## src/rtl/dmem_arbiter.sv

```systemverilog
// Round-robin arbiter sharing a single-port dmem between the CPU (port 0) and a DMA/host loader (port 1).
// Optional macro DMEM_ARB_CNT_EN adds cnt_m0/cnt_m1/cnt_conflict activity counters.
`ifndef DATA_W
`define DATA_W 32
`endif

module dmem_arbiter #(
  parameter int ADDR_W   = 16,
  parameter int LOCK_MAX = 4
) (
  input  logic               clk,
  input  logic               rst_n,
  input  logic               m0_req,
  input  logic               m0_we,
  input  logic [ADDR_W-1:0]  m0_a,
  input  logic [`DATA_W-1:0] m0_wd,
  output logic               m0_ack,
  output logic [`DATA_W-1:0] m0_rd,
  input  logic               m1_req,
  input  logic               m1_we,
  input  logic [ADDR_W-1:0]  m1_a,
  input  logic [`DATA_W-1:0] m1_wd,
  output logic               m1_ack,
  output logic [`DATA_W-1:0] m1_rd,
  input  logic               m1_lock,
  output logic [ADDR_W-1:0]  mem_a,
  output logic [`DATA_W-1:0] mem_wd,
  output logic               mem_we,
  input  logic [`DATA_W-1:0] mem_rd,
  output logic               busy
`ifdef DMEM_ARB_CNT_EN
  ,
  output logic [31:0]        cnt_m0,
  output logic [31:0]        cnt_m1,
  output logic [31:0]        cnt_conflict
`endif
);

  localparam int CW = (LOCK_MAX < 1) ? 1 : $clog2(LOCK_MAX + 1);

  typedef enum logic [1:0] {IDLE, ACCESS, RESP} state_t;

  state_t        state;
  logic          we_q;
  logic          owner;
  logic          last;
  logic [CW-1:0] lock_cnt;
  logic          both;
  logic          lock_win;
  logic          grant1;

  // Lock only extends a port-1 run that is already in progress (last == 1).
  always_comb begin
    both     = m0_req & m1_req;
    lock_win = m1_lock & last & (lock_cnt < CW'(LOCK_MAX));
    grant1   = m1_req;
    if (both) begin
      grant1 = lock_win | ~last;
    end
  end

  assign mem_we = we_q & (state == ACCESS) & rst_n;
  assign busy   = (state == ACCESS) || (state == RESP);

  always_ff @(posedge clk) begin
    if (!rst_n) begin
      state    <= IDLE;
      mem_a    <= '0;
      mem_wd   <= '0;
      we_q     <= 1'b0;
      m0_ack   <= 1'b0;
      m1_ack   <= 1'b0;
      m0_rd    <= '0;
      m1_rd    <= '0;
      last     <= 1'b1;
      lock_cnt <= '0;
      owner    <= 1'b0;
    end else begin
      case (state)
        IDLE: begin
          if (m0_req || m1_req) begin
            mem_a  <= grant1 ? m1_a  : m0_a;
            mem_wd <= grant1 ? m1_wd : m0_wd;
            we_q   <= grant1 ? m1_we : m0_we;
            owner  <= grant1;
            last   <= grant1;
            state  <= ACCESS;
            if (!grant1 || !m1_lock) begin
              lock_cnt <= '0;
            end else if (both && lock_win) begin
              lock_cnt <= lock_cnt + CW'(1);
            end
          end
        end
        ACCESS: begin
          if (!we_q) begin
            if (owner) begin
              m1_rd <= mem_rd;
            end else begin
              m0_rd <= mem_rd;
            end
          end
          m0_ack <= ~owner;
          m1_ack <= owner;
          state  <= RESP;
        end
        RESP: begin
          m0_ack <= 1'b0;
          m1_ack <= 1'b0;
          state  <= IDLE;
        end
        default: state <= IDLE;
      endcase
    end
  end

`ifdef DMEM_ARB_CNT_EN
  always_ff @(posedge clk) begin
    if (!rst_n) begin
      cnt_m0       <= '0;
      cnt_m1       <= '0;
      cnt_conflict <= '0;
    end else begin
      if (m0_ack) begin
        cnt_m0 <= cnt_m0 + 32'd1;
      end
      if (m1_ack) begin
        cnt_m1 <= cnt_m1 + 32'd1;
      end
      if ((state == IDLE) && both) begin
        cnt_conflict <= cnt_conflict + 32'd1;
      end
    end
  end
`endif

endmodule

```

## config.mk

```make
export PLATFORM = sky130hd
export DESIGN_NAME = dmem_arbiter
export DESIGN_NICKNAME = d
export VERILOG_FILES = /design/src/rtl/dmem_arbiter.sv
export SDC_FILE = /design/constraint.sdc
export NUM_CORES = 1
export LEC_CHECK = 0
export BUFFER_PORTS_ARGS = -buffer_cell sky130_fd_sc_hd__buf_2
export CAP_MARGIN = 20
export CORE_UTILIZATION = 30
export DETAILED_ROUTE_END_ITERATION = 16
export PLACE_DENSITY = 0.61
export SETUP_SLACK_MARGIN = 0.1
export SLEW_MARGIN = 20
export SYNTH_ARGS = -nofsm -noshare
export SYNTH_HDL_FRONTEND = slang
export SYNTH_SLANG_ARGS = --single-unit
```

## constraint.sdc

```tcl
create_clock -name clk -period 4.1 [get_ports clk]
set_clock_uncertainty 0.1 [all_clocks]
set_input_delay 1.025 -clock clk [delete_from_list [all_inputs] [get_ports clk]]
set_output_delay 1.025 -clock clk [all_outputs]
set_load 0.01 [all_outputs]
```

# After elaboration in Yosys (flattened, before gate mapping)

Cells that the tools add are included.

Bitwise logic cells: 9
$add $sub $neg: 1
Reduce and logical (&&, ||, !) cells: 13
Multiplexer cells: 10
Eq/ne operators: 3
Magnitude comparators: 1

Operators with widths:

| cell                                                                   | number |
|---|---|
| 32-bit two-way mux                                                     | 1 |
| 16-bit two-way mux                                                     | 1 |
| 3-bit AND reduction                                                    | 3 |
| 3-bit two-way mux                                                      | 2 |
| 1-bit bitwise AND                                                      | 5 |
| 1-bit one-hot mux with 2 select lines                                  | 2 |
| 2-bit one-hot mux with 2 select lines                                  | 1 |
| 2-bit nonzero test                                                     | 2 |
| 3-bit by 1-bit adder with 3-bit output (second input constant)         | 1 |
| 1-bit logical OR                                                       | 3 |
| 3-bit less-than comparator (second input constant)                     | 1 |
| 1-bit NOT                                                              | 3 |
| 2-bit by 1-bit equality test with 1-bit output (second input constant) | 1 |
| 2-bit equality test (second input constant)                            | 1 |
| 1-bit logical NOT                                                      | 2 |
| 2-bit logical NOT                                                      | 1 |
| 1-bit two-way mux                                                      | 2 |
| 2-bit two-way mux                                                      | 1 |
| 2-bit inequality test (second input constant)                          | 1 |
| 2-bit AND reduction                                                    | 1 |
| 1-bit logical AND                                                      | 1 |
| 1-bit bitwise OR                                                       | 1 |

Output and inout bits: 116
Register bits after elaboration: 122
Input bits: 135
Word-level logic and storage cells: 48

# Longest topological paths before layout

Gate-level depths: netlist of the first run.

Depth after elaboration: 8
Depth in mapped cells: 7
Gate-level depth less buffers: 5

# Worst setup path before layout of the first run

Ideal clock, no wire load.

Kind: in2out
Start: input rst_n
End: output mem_we
Cell stages on the path: 3
Required time: 2975 ps
Data arrival time: 1549 ps
Setup slack: 1426 ps
Path through: buf_2 buf_2 and3_1

Longest elaborated chain between the ends: 1

RTL lines:

| item               | RTL line | source |
|---|---|---|
| start: declaration | 12       | `input logic rst_n,` |
| 1-bit bitwise AND  | 62       | `assign mem_we = we_q & (state == ACCESS) & rst_n;` |
| end: declaration   | 28       | `output logic mem_we,` |

No other way between the ends.

# Worst setup path in the final report of the first run

Same ends and word-level chain as after synthesis.

==> impl_table.tex, run 1 <==
\begin{tabular}{lr}
\hline
Metric & Value \\
\hline
\multicolumn{2}{l}{\textbf{Status}} \\
\quad Status & complete, no violations \\
\multicolumn{2}{l}{\textbf{Timing}} \\
\quad Final max-slew violation count & 0 \\
\quad Setup repair after global routing missed its margin & no \\
\quad Transition time of the tightest slew-check pin & 919 ps \\
\quad Min Tclk post-route & $\sim$2900 ps \\
\quad Worst hold slack across all endpoints & 348 ps \\
\quad Maximum clock rate & 344 MHz \\
\quad Count of endpoints failing setup in the final report & 0 \\
\quad Post-route fraction of the period consumed by the critical path & 0.710 \\
\quad Final total negative setup slack & 0 ps \\
\quad Endpoints failing hold & 0 \\
\quad Normalized max-slew margin & 0.388 \\
\multicolumn{2}{l}{\textbf{Setup path}} \\
\quad Type of element launching the critical path & input port \\
\quad Worst r2r path cells & 6 \\
\quad Kind of critical path & in2out \\
\quad Critical register-to-register path endpoint & mem\_a[3]\$\_SDFFE\_PN0P\_ \\
\quad Critical path arrival & 1780 ps \\
\quad R2R setup slack & about 1900 ps \\
\quad Startpoint of the worst register-to-register path & state[0]\$\_SDFFE\_PN0P\_ \\
\quad Required @ worst endpoint & about 3000 ps \\
\quad Crit end category & primary output \\
\quad Worst-path maximum fanout & 44 \\
\multicolumn{2}{l}{\textbf{CTS}} \\
\quad Setup Buffers After CTS & 0 \\
\quad Clock tree from TritonCTS & done \\
\quad Clk Latency, worst-skew pair & 400 ps \\
\quad Post-cts resize count & 0 \\
\quad Num CTS Buffers & 17 \\
\quad Maximum count of clock buffers along a single path & 2 \\
\quad Clock-pin slew on the worst setup and hold paths & 50 ps \\
\quad Number of levels the H-tree was split into & 4 \\
\quad TritonCTS sink count & 122 \\
\quad CTS hold repair buffers & 0 \\
\quad Clk Tree Root Cell & sky130\_fd\_sc\_hd\_\_clkbuf\_16 \\
\multicolumn{2}{l}{\textbf{Synthesis}} \\
\quad Synthesized area per cell & 8.02 µm² \\
\quad Post-Synth Simple-Gate Area & 0.208 \\
\quad Gate Count Post-Synth & roughly 610 \\
\quad Post-synthesis async set-or-reset flop share & 0 \\
\quad Portion of synthesized cell area occupied by the leading cell type & 0.498 \\
\quad Post-synth top flop & sky130\_fd\_sc\_hd\_\_dfxtp\_1 \\
\quad Post-synth net total & 750 \\
\quad Dominant cell type by area after synthesis & sky130\_fd\_sc\_hd\_\_dfxtp\_1 \\
\quad Main area contributors after synthesis & sky130\_fd\_sc\_hd\_\_dfxtp\_1 50\%, sky130\_fd\_sc\_hd\_\_nand2\_1 18\%, sky130\_fd\_sc\_hd\_\_a21boi\_1 9.5\% \\
\quad Yosys Warn Count & 0 \\
\quad Share of synthesized cell area in full adder, half adder and majority cells & 0.0102 \\
\quad Cell area after synthesis & 4900 µm² \\
\quad Number of flops mapped to enable cells by yosys & 0 \\
\quad Cell types with the highest counts after synthesis & 238 x sky130\_fd\_sc\_hd\_\_nand2\_1, 122 x sky130\_fd\_sc\_hd\_\_dfxtp\_1, 62 x sky130\_fd\_sc\_hd\_\_a21boi\_1 \\
\quad Total of flip-flops plus latches after synthesis & 122 \\
\quad Largest family of logic cells by synthesized area & compound AO/OA/AOI/OAI gates \\
\quad Synth Area in Compound Gates & 0.225 \\
\quad Number of library cell types mapped by synthesis & 30 \\
\quad Fraction of synthesized area in multiplexers & 0.00409 \\
\quad Sequential-to-total area share from yosys stat & 0.498 \\
\quad Most frequent cell after synthesis & sky130\_fd\_sc\_hd\_\_nand2\_1 \\
\quad Synthesized-area fraction occupied by xor and xnor cells & 0 \\
\multicolumn{2}{l}{\textbf{Detailed routing}} \\
\quad Mean number of vias per cell & $\sim$4.5 \\
\quad DRT Pass-1 Iters & 4 \\
\quad Detailed-route via count & 4,830 \\
\quad Aggregate routed wire length & approximately 14,000 µm \\
\quad Post-route DRC & 0 \\
\quad Routed len/inst & 13.6 µm \\
\quad Initial drt markers & 239 \\
\quad Post-DRT Antenna Nets & 0 \\
\multicolumn{2}{l}{\textbf{Placement}} \\
\quad Final weighted congestion in routability-driven placement & 0.737 \\
\quad Port Buf Inserts & 250 \\
\quad Detailed placer's ending HPWL & 9760 µm \\
\multicolumn{2}{l}{\textbf{GRT}} \\
\quad Global Route met2 Usage & 0.267 \\
\quad GRT busiest layer & met2 \\
\quad Via count of the first global-routing pass & about 4.3k \\
\quad Met3 Track Usage GR & 0.0656 \\
\quad Total track usage & 0.169 \\
\quad Antenna violations before repair & 0 \\
\quad Pin count of the biggest net entering global routing & between 90 and 100 \\
\quad Global routing usage on met1 & 0.209 \\
\quad First-pass GRT wire length & 22,200 µm \\
\quad Grt total ovfl & 0 \\
\multicolumn{2}{l}{\textbf{Cells and area}} \\
\quad Antenna diode count & 0 \\
\quad Total area of multi-input combinational cells & 2220 µm² \\
\quad Synthesis-to-layout area growth & 40.4\% \\
\quad Number of filler cells placed in the layout & roughly 1.7k \\
\quad Layout cell share with drive strength beyond 1 & 0.342 \\
\quad Register area & 2440 µm² \\
\quad Number of nets in the finished design & $\sim$1,000 \\
\multicolumn{2}{l}{\textbf{Hold path}} \\
\quad Terminating pin of the worst hold path & m1\_rd[27]\$\_SDFFE\_PN0P\_ \\
\quad Min-delay src & m1\_rd[27]\$\_SDFFE\_PN0P\_ \\
\quad Worst min-delay path category & reg2reg \\
\quad Hold path cells & 2 \\
\multicolumn{2}{l}{\textbf{Flow run}} \\
\quad Max-cap violation count & 0 \\
\multicolumn{2}{l}{\textbf{Floorplan}} \\
\quad Chip width & 130 µm \\
\quad Number of ports placed on the die boundary & 251 \\
\quad Starting density of the core & 0.307 \\
\quad Area of the die & 16,800 µm² \\
\quad Placement Rows & 46 \\
\quad Std-Cell Core Area & 15,900 µm² \\
\quad Height of the chip & 130 µm \\
\multicolumn{2}{l}{\textbf{Power}} \\
\quad VDD IR max & 0.000258 V \\
\quad Total power per unit cell area & 499 nW/µm² \\
\quad Leakage dissipation & 0.00320 µW \\
\hline
\end{tabular}
## flip-flops by register name, summed over array words and instances (netlist names)
| name | count |
|---|---|
| state | 2 |
| we_q | 1 |
| last | 1 |
| owner | 1 |
| m0_ack | 1 |
| mem_wd | 32 |
| mem_a | 16 |
| m1_rd | 32 |
| lock_cnt | 3 |
| m0_rd | 32 |
| m1_ack | 1 |
## cell usage in the layout, fill, tap and decap left out, types with 2 or more instances in the layout
cell / n
sky130_fd_sc_hd__clkbuf_16: 17
sky130_fd_sc_hd__o21ai_0: 10
sky130_fd_sc_hd__dfxtp_1: 122
sky130_fd_sc_hd__nand2_1: 238
sky130_fd_sc_hd__o21ai_1: 41
sky130_fd_sc_hd__a31oi_1: 49
sky130_fd_sc_hd__mux2i_1: 2
sky130_fd_sc_hd__a21boi_0: 5
sky130_fd_sc_hd__bufinv_16: 3
sky130_fd_sc_hd__a21boi_1: 62
sky130_fd_sc_hd__ha_1: 4
sky130_fd_sc_hd__inv_1: 4
sky130_fd_sc_hd__buf_4: 9
sky130_fd_sc_hd__nand3_1: 3
sky130_fd_sc_hd__o22ai_1: 3
sky130_fd_sc_hd__nor2_1: 2
sky130_fd_sc_hd__nand2b_1: 2
sky130_fd_sc_hd__clkbuf_8: 6
sky130_fd_sc_hd__nor2b_1: 2
sky130_fd_sc_hd__buf_2: 249
sky130_fd_sc_hd__and2_1: 2
sky130_fd_sc_hd__clkinvlp_4: 2
## area by class of cell
class | count | area share
Sequential cell | 122 | 0.355
Timing Repair Buffer | 258 | 0.191
Clock buffer | 24 | 0.0744
Clock inverter | 6 | 0.0160
Multi-Input combinational cell | 436 | 0.322
Inverter | 4 | 0.00218
Tap cell | 216 | 0.0393
## cell families (layout without fill, tap and decap cells)
logic type | after synthesis | count (layout)
compound gates | 173 | 173
flops | 122 | 122
mux | 2 | 2
buf+inv | 53 | 292
fa+ha+maj | 4 | 4
simple gates | 257 | 257
## worst max-delay path by stage
stage               depth (start not counted)  slack (ps)  startpoint      to
finish                                      3        1190       rst_n  mem_we
global route                                3        1130       rst_n  mem_we
CTS                                         3        1180       rst_n  mem_we
detailed placement                          3        1180       rst_n  mem_we
global placement                            3        1200       rst_n  mem_we
floorplan                                   3        1430       rst_n  mem_we
## where the power goes
part,internal (µW),leakage [µW],switching (µW)
sequential,1290,0.00100,50.6
combinational,214,0.00190,307
clock,1050,0.000300,525
## through the flow
step	setup slack (ps)	power (µW)	cells	util	instance area, µm²
global placement	1200	1890	1036	0.393	6260
global route	1130	3600	1066	0.432	6880
detailed placement	1180	1890	1036	0.393	6260
CTS	1180	3480	1066	0.432	6880
finish	1190	3430	1066	0.432	6880
floorplan	1430	1670	611	-	4900
## worst max-delay path: stages
cell and delay (ps):
sky130_fd_sc_hd__buf_4 350, sky130_fd_sc_hd__and3_1 230, sky130_fd_sc_hd__buf_2 150
## per-layer routing
metal	part of all wire	routed length [µm]
met1	0.44	6400
met2	0.45	6550
met3	0.093	1350
met4	0.013	194
met5	0	0
Power figures use the tool's default switching activity.
==> run 2: changes to the inputs <==
--- a/config.mk
+++ b/config.mk
@@ -5,11 +5,12 @@
 export SDC_FILE = /design/constraint.sdc
 export NUM_CORES = 1
 export LEC_CHECK = 0
+export ABC_AREA = 1
 export BUFFER_PORTS_ARGS = -buffer_cell sky130_fd_sc_hd__buf_2
 export CAP_MARGIN = 20
 export CORE_UTILIZATION = 30
 export DETAILED_ROUTE_END_ITERATION = 16
-export PLACE_DENSITY = 0.61
+export PLACE_DENSITY = 0.6
 export SETUP_SLACK_MARGIN = 0.1
 export SLEW_MARGIN = 20
 export SYNTH_ARGS = -nofsm -noshare
==> constraint.sdc (replaced) <==
create_clock -name clk -period 3.05 [get_ports clk]
set_clock_uncertainty 0.1 [all_clocks]
set_input_delay 0.7625 -clock clk [delete_from_list [all_inputs] [get_ports clk]]
set_output_delay 0.7625 -clock clk [all_outputs]
set_load 0.01 [all_outputs]
==> run 2 against run 1 <==
Effect of this change:
- power increased by 51%
- die area increased by 6.0%
- cell count increased by 15%
- via count increased by 9.2%
- largest power group unchanged
- highest routed layer is now met5
- combinational power increased by 84%
- synthesized cell count increased by 25%
- worst hold slack got worse by 7.4 ps
- critical path type is now reg2out
- non-clock buffer count increased by 2
- wire length decreased by 0.63%
- setup slack got worse by 400 ps
==> impl_table.tex, run 2 <==
\begin{tabular}{lr}
\hline
Metric & Value \\
\hline
\multicolumn{2}{l}{\textbf{Status}} \\
\quad Status & complete, no violations \\
\multicolumn{2}{l}{\textbf{Power}} \\
\quad Leakage dissipation & 0.00391 µW (+22\%) \\
\quad Total power per unit cell area & 707 nW/µm² (+42\%) \\
\quad VDD IR max & 0.000358 V (+39\%) \\
\multicolumn{2}{l}{\textbf{Placement}} \\
\quad Detailed placer's ending HPWL & 9950 µm (+2.0\%) \\
\quad Cell area after placement & 6630 µm² (+6.0\%) \\
\quad Final weighted congestion in routability-driven placement & 0.774 (+5.0\%) \\
\quad Port Buf Inserts & 250 (unchanged) \\
\multicolumn{2}{l}{\textbf{Detailed routing}} \\
\quad DRT Pass-1 Iters & 4 (unchanged) \\
\quad Aggregate routed wire length & 14,400 µm (-0.63\%) \\
\quad Post-DRT Antenna Nets & 0 (unchanged) \\
\quad Initial drt markers & 158 (-34\%) \\
\quad Mean number of vias per cell & 4.29 (-5.3\%) \\
\quad Post-route DRC & 0 (unchanged) \\
\quad Routed len/inst & 11.7 µm (-14\%) \\
\quad Detailed-route via count & 5,274 (+9.2\%) \\
\multicolumn{2}{l}{\textbf{Floorplan}} \\
\quad Height of the chip & 134 µm (+2.9\%) \\
\quad Std-Cell Core Area & 16,800 µm² (+5.1\%) \\
\quad Starting density of the core & 0.310 (+0.00271) \\
\quad Placement Rows & 47 (+2.2\%) \\
\quad Chip width & 134 µm (+2.9\%) \\
\quad Number of ports placed on the die boundary & 251 (unchanged) \\
\quad Area of the die & 17,900 µm² (+6.0\%) \\
\multicolumn{2}{l}{\textbf{Synthesis}} \\
\quad Sequential-to-total area share from yosys stat & 0.470 (-0.0284) \\
\quad Gate Count Post-Synth & 763 (+25\%) \\
\quad Synthesized area per cell & 6.81 µm² (-15\%) \\
\quad Cell types with the highest counts after synthesis & 162 x sky130\_fd\_sc\_hd\_\_nand2\_1, 122 x sky130\_fd\_sc\_hd\_\_dfxtp\_1, 120 x sky130\_fd\_sc\_hd\_\_inv\_1 \\
\quad Total of flip-flops plus latches after synthesis & 122 (unchanged) \\
\quad Post-synthesis async set-or-reset flop share & 0 (unchanged) \\
\quad Most frequent cell after synthesis & sky130\_fd\_sc\_hd\_\_nand2\_1 \\
\quad Portion of synthesized cell area occupied by the leading cell type & 0.470 (-0.0284) \\
\quad Main area contributors after synthesis & sky130\_fd\_sc\_hd\_\_dfxtp\_1 47\%, sky130\_fd\_sc\_hd\_\_nand2\_1 12\%, sky130\_fd\_sc\_hd\_\_inv\_1 8.7\% \\
\quad Cell area after synthesis & 5200 µm² (+6.1\%) \\
\quad Number of library cell types mapped by synthesis & 20 (-33\%) \\
\quad Post-synth top flop & sky130\_fd\_sc\_hd\_\_dfxtp\_1 \\
\quad Yosys Warn Count & 0 (unchanged) \\
\quad Dominant cell type by area after synthesis & sky130\_fd\_sc\_hd\_\_dfxtp\_1 \\
\quad Number of flops mapped to enable cells by yosys & 0 (unchanged) \\
\quad Post-synth net total & 902 (+20\%) \\
\multicolumn{2}{l}{\textbf{GRT}} \\
\quad Antenna violations before repair & 1 (+1) \\
\quad Pin count of the biggest net entering global routing & 72 (-27\%) \\
\quad Grt total ovfl & 0 (unchanged) \\
\quad First-pass GRT wire length & 23,500 µm (+6.1\%) \\
\quad Via count of the first global-routing pass & 4,796 (+12\%) \\
\quad Total track usage & 0.167 (-0.00278) \\
\multicolumn{2}{l}{\textbf{Setup path}} \\
\quad R2R setup slack & 880 ps (-1060 ps) \\
\quad Worst-path maximum fanout & 4 (-91\%) \\
\quad Crit end category & primary output \\
\quad Critical path arrival & 1400 ps (-380 ps) \\
\quad Kind of critical path & reg2out \\
\quad Required @ worst endpoint & 2190 ps (-780 ps) \\
\quad Type of element launching the critical path & flop \\
\multicolumn{2}{l}{\textbf{Timing}} \\
\quad Count of endpoints failing setup in the final report & 0 (unchanged) \\
\quad Normalized max-slew margin & 0.467 (+0.0794) \\
\quad Maximum clock rate & 442 MHz \\
\quad Endpoints failing hold & 0 (unchanged) \\
\quad Transition time of the tightest slew-check pin & 799 ps (-120 ps) \\
\quad Post-route fraction of the period consumed by the critical path & 0.741 \\
\quad Setup repair after global routing missed its margin & no \\
\quad Final max-slew violation count & 0 (unchanged) \\
\quad Final total negative setup slack & 0 ps (unchanged) \\
\quad Worst hold slack across all endpoints & 340 ps (-7.43 ps) \\
\quad Min Tclk post-route & approximately 2300 ps \\
\multicolumn{2}{l}{\textbf{CTS}} \\
\quad Maximum count of clock buffers along a single path & 2 (unchanged) \\
\quad Clock-pin slew on the worst setup and hold paths & 60 ps (about the same) \\
\quad Clk Tree Root Cell & sky130\_fd\_sc\_hd\_\_clkbuf\_16 \\
\quad Clk Latency, worst-skew pair & 410 ps (about the same) \\
\quad Clock tree from TritonCTS & done \\
\quad TritonCTS sink count & 122 (unchanged) \\
\quad CTS hold repair buffers & 0 (unchanged) \\
\quad Post-cts resize count & 0 (unchanged) \\
\quad Number of levels the H-tree was split into & 4 (unchanged) \\
\quad Setup Buffers After CTS & 0 (unchanged) \\
\quad Num CTS Buffers & 17 (unchanged) \\
\multicolumn{2}{l}{\textbf{Cells and area}} \\
\quad Total area of multi-input combinational cells & 2090 µm² (-5.9\%) \\
\quad Register area & 2440 µm² (unchanged) \\
\quad Most used cells in the layout excluding fill and tap cells & 250 x sky130\_fd\_sc\_hd\_\_buf\_2, 162 x sky130\_fd\_sc\_hd\_\_nand2\_1, 122 x sky130\_fd\_sc\_hd\_\_dfxtp\_1 \\
\quad Most frequent standard cell in the layout excluding fill and tap cells & sky130\_fd\_sc\_hd\_\_buf\_2 \\
\quad Final Instance Area & 7330 µm² (+6.5\%) \\
\quad Largest registers ranked by flip-flop count & m0\_rd (32), m1\_rd (32), mem\_wd (32) \\
\quad Synthesis-to-layout area growth & 41.0\% \\
\quad Layout cell share with drive strength beyond 1 & 0.296 (-0.0460) \\
\quad Number of filler cells placed in the layout & 1,747 (+4.3\%) \\
\quad Antenna diode count & 0 (unchanged) \\
\quad Number of nets in the finished design & 1,135 (+16\%) \\
\multicolumn{2}{l}{\textbf{Flow run}} \\
\quad Max-cap violation count & 0 (unchanged) \\
\multicolumn{2}{l}{\textbf{Hold path}} \\
\quad Worst min-delay path category & reg2reg \\
\hline
\end{tabular}
run 2: changes by cell type after synthesis, moves of 5 or more:
| cell | delta |
|---|---|
| sky130_fd_sc_hd__nand2_1 | -76 |
| sky130_fd_sc_hd__o21ai_0 | +56 |
| sky130_fd_sc_hd__o21ai_1 | -41 |
| sky130_fd_sc_hd__a21boi_0 | -5 |
| sky130_fd_sc_hd__a21boi_1 | -62 |
| sky130_fd_sc_hd__inv_1 | +116 |
| sky130_fd_sc_hd__a31oi_1 | -49 |
| sky130_fd_sc_hd__nand3_1 | +55 |
| sky130_fd_sc_hd__nor2_1 | +99 |
| sky130_fd_sc_hd__a21oi_1 | +70 |
run 2: report_power, final:
group | switching, µW | total, µW | internal, µW
registers | 87.9 | 1860 | 1780
logic | 576 | 960 | 384
clock network | 732 | 2360 | 1630
run 2: path summary, 6_finish.rpt:
check / from / to / cells after the start
setup / recovery: state[1]$_SDFFE_PN0P_ / mem_we / 5
hold / removal: m1_rd[19]$_SDFFE_PN0P_ / m1_rd[19]$_SDFFE_PN0P_ / 2
setup reg to reg: state[1]$_SDFFE_PN0P_ / m0_rd[14]$_SDFFE_PN0P_ / 6
hold reg to reg: m1_rd[19]$_SDFFE_PN0P_ / m1_rd[19]$_SDFFE_PN0P_ / 2
run 2: per-layer routing:
metal	vias up	GRT usage	share of wire
met5	-	0	0.00090
met4	2	0.0606	0.010
met3	13	0.0658	0.083
met2	198	0.258	0.44
met1	2248	0.208	0.47
li1	2813	-	-
run 2: stage by stage:
stage / setup WS, ps / std cells / utilization / power, µW
final: 789 / 1229 / 0.437 / 5180
after global routing: 659 / 1229 / 0.437 / 5480
after CTS: 734 / 1229 / 0.437 / 5260
after detailed placement: 857 / 1197 / 0.396 / 2870
after global placement: 878 / 1197 / 0.396 / 2860
after floorplan: 791 / 763 / - / 2480
run 2: layout make-up:
cell class / instances / share of cell area
clock inverter: 9 / 0.0280
multi-input combinational: 471 / 0.285
tap: 220 / 0.0376
inverter: 124 / 0.0635
sequential: 122 / 0.333
clock buffer: 23 / 0.0666
timing repair buffer: 260 / 0.186
run 2: kinds of logic (layout without fill, tap and decap cells):
logic type / after synthesis / after routing / share of synthesized area
compound gates: 139 / 139 / 0.135
flops: 122 / 122 / 0.470
buf+inv: 170 / 416 / 0.131
fa+ha+maj: 4 / 4 / 0.00963
simple gates: 328 / 328 / 0.254
run 2: worst max-delay path, stage by stage, from the launching register on:
cell and delay, ps:
sky130_fd_sc_hd__dfxtp_1 310, sky130_fd_sc_hd__inv_1 90, sky130_fd_sc_hd__ha_1 250, sky130_fd_sc_hd__nand2_1 80, sky130_fd_sc_hd__nor2_1 110, sky130_fd_sc_hd__buf_2 160
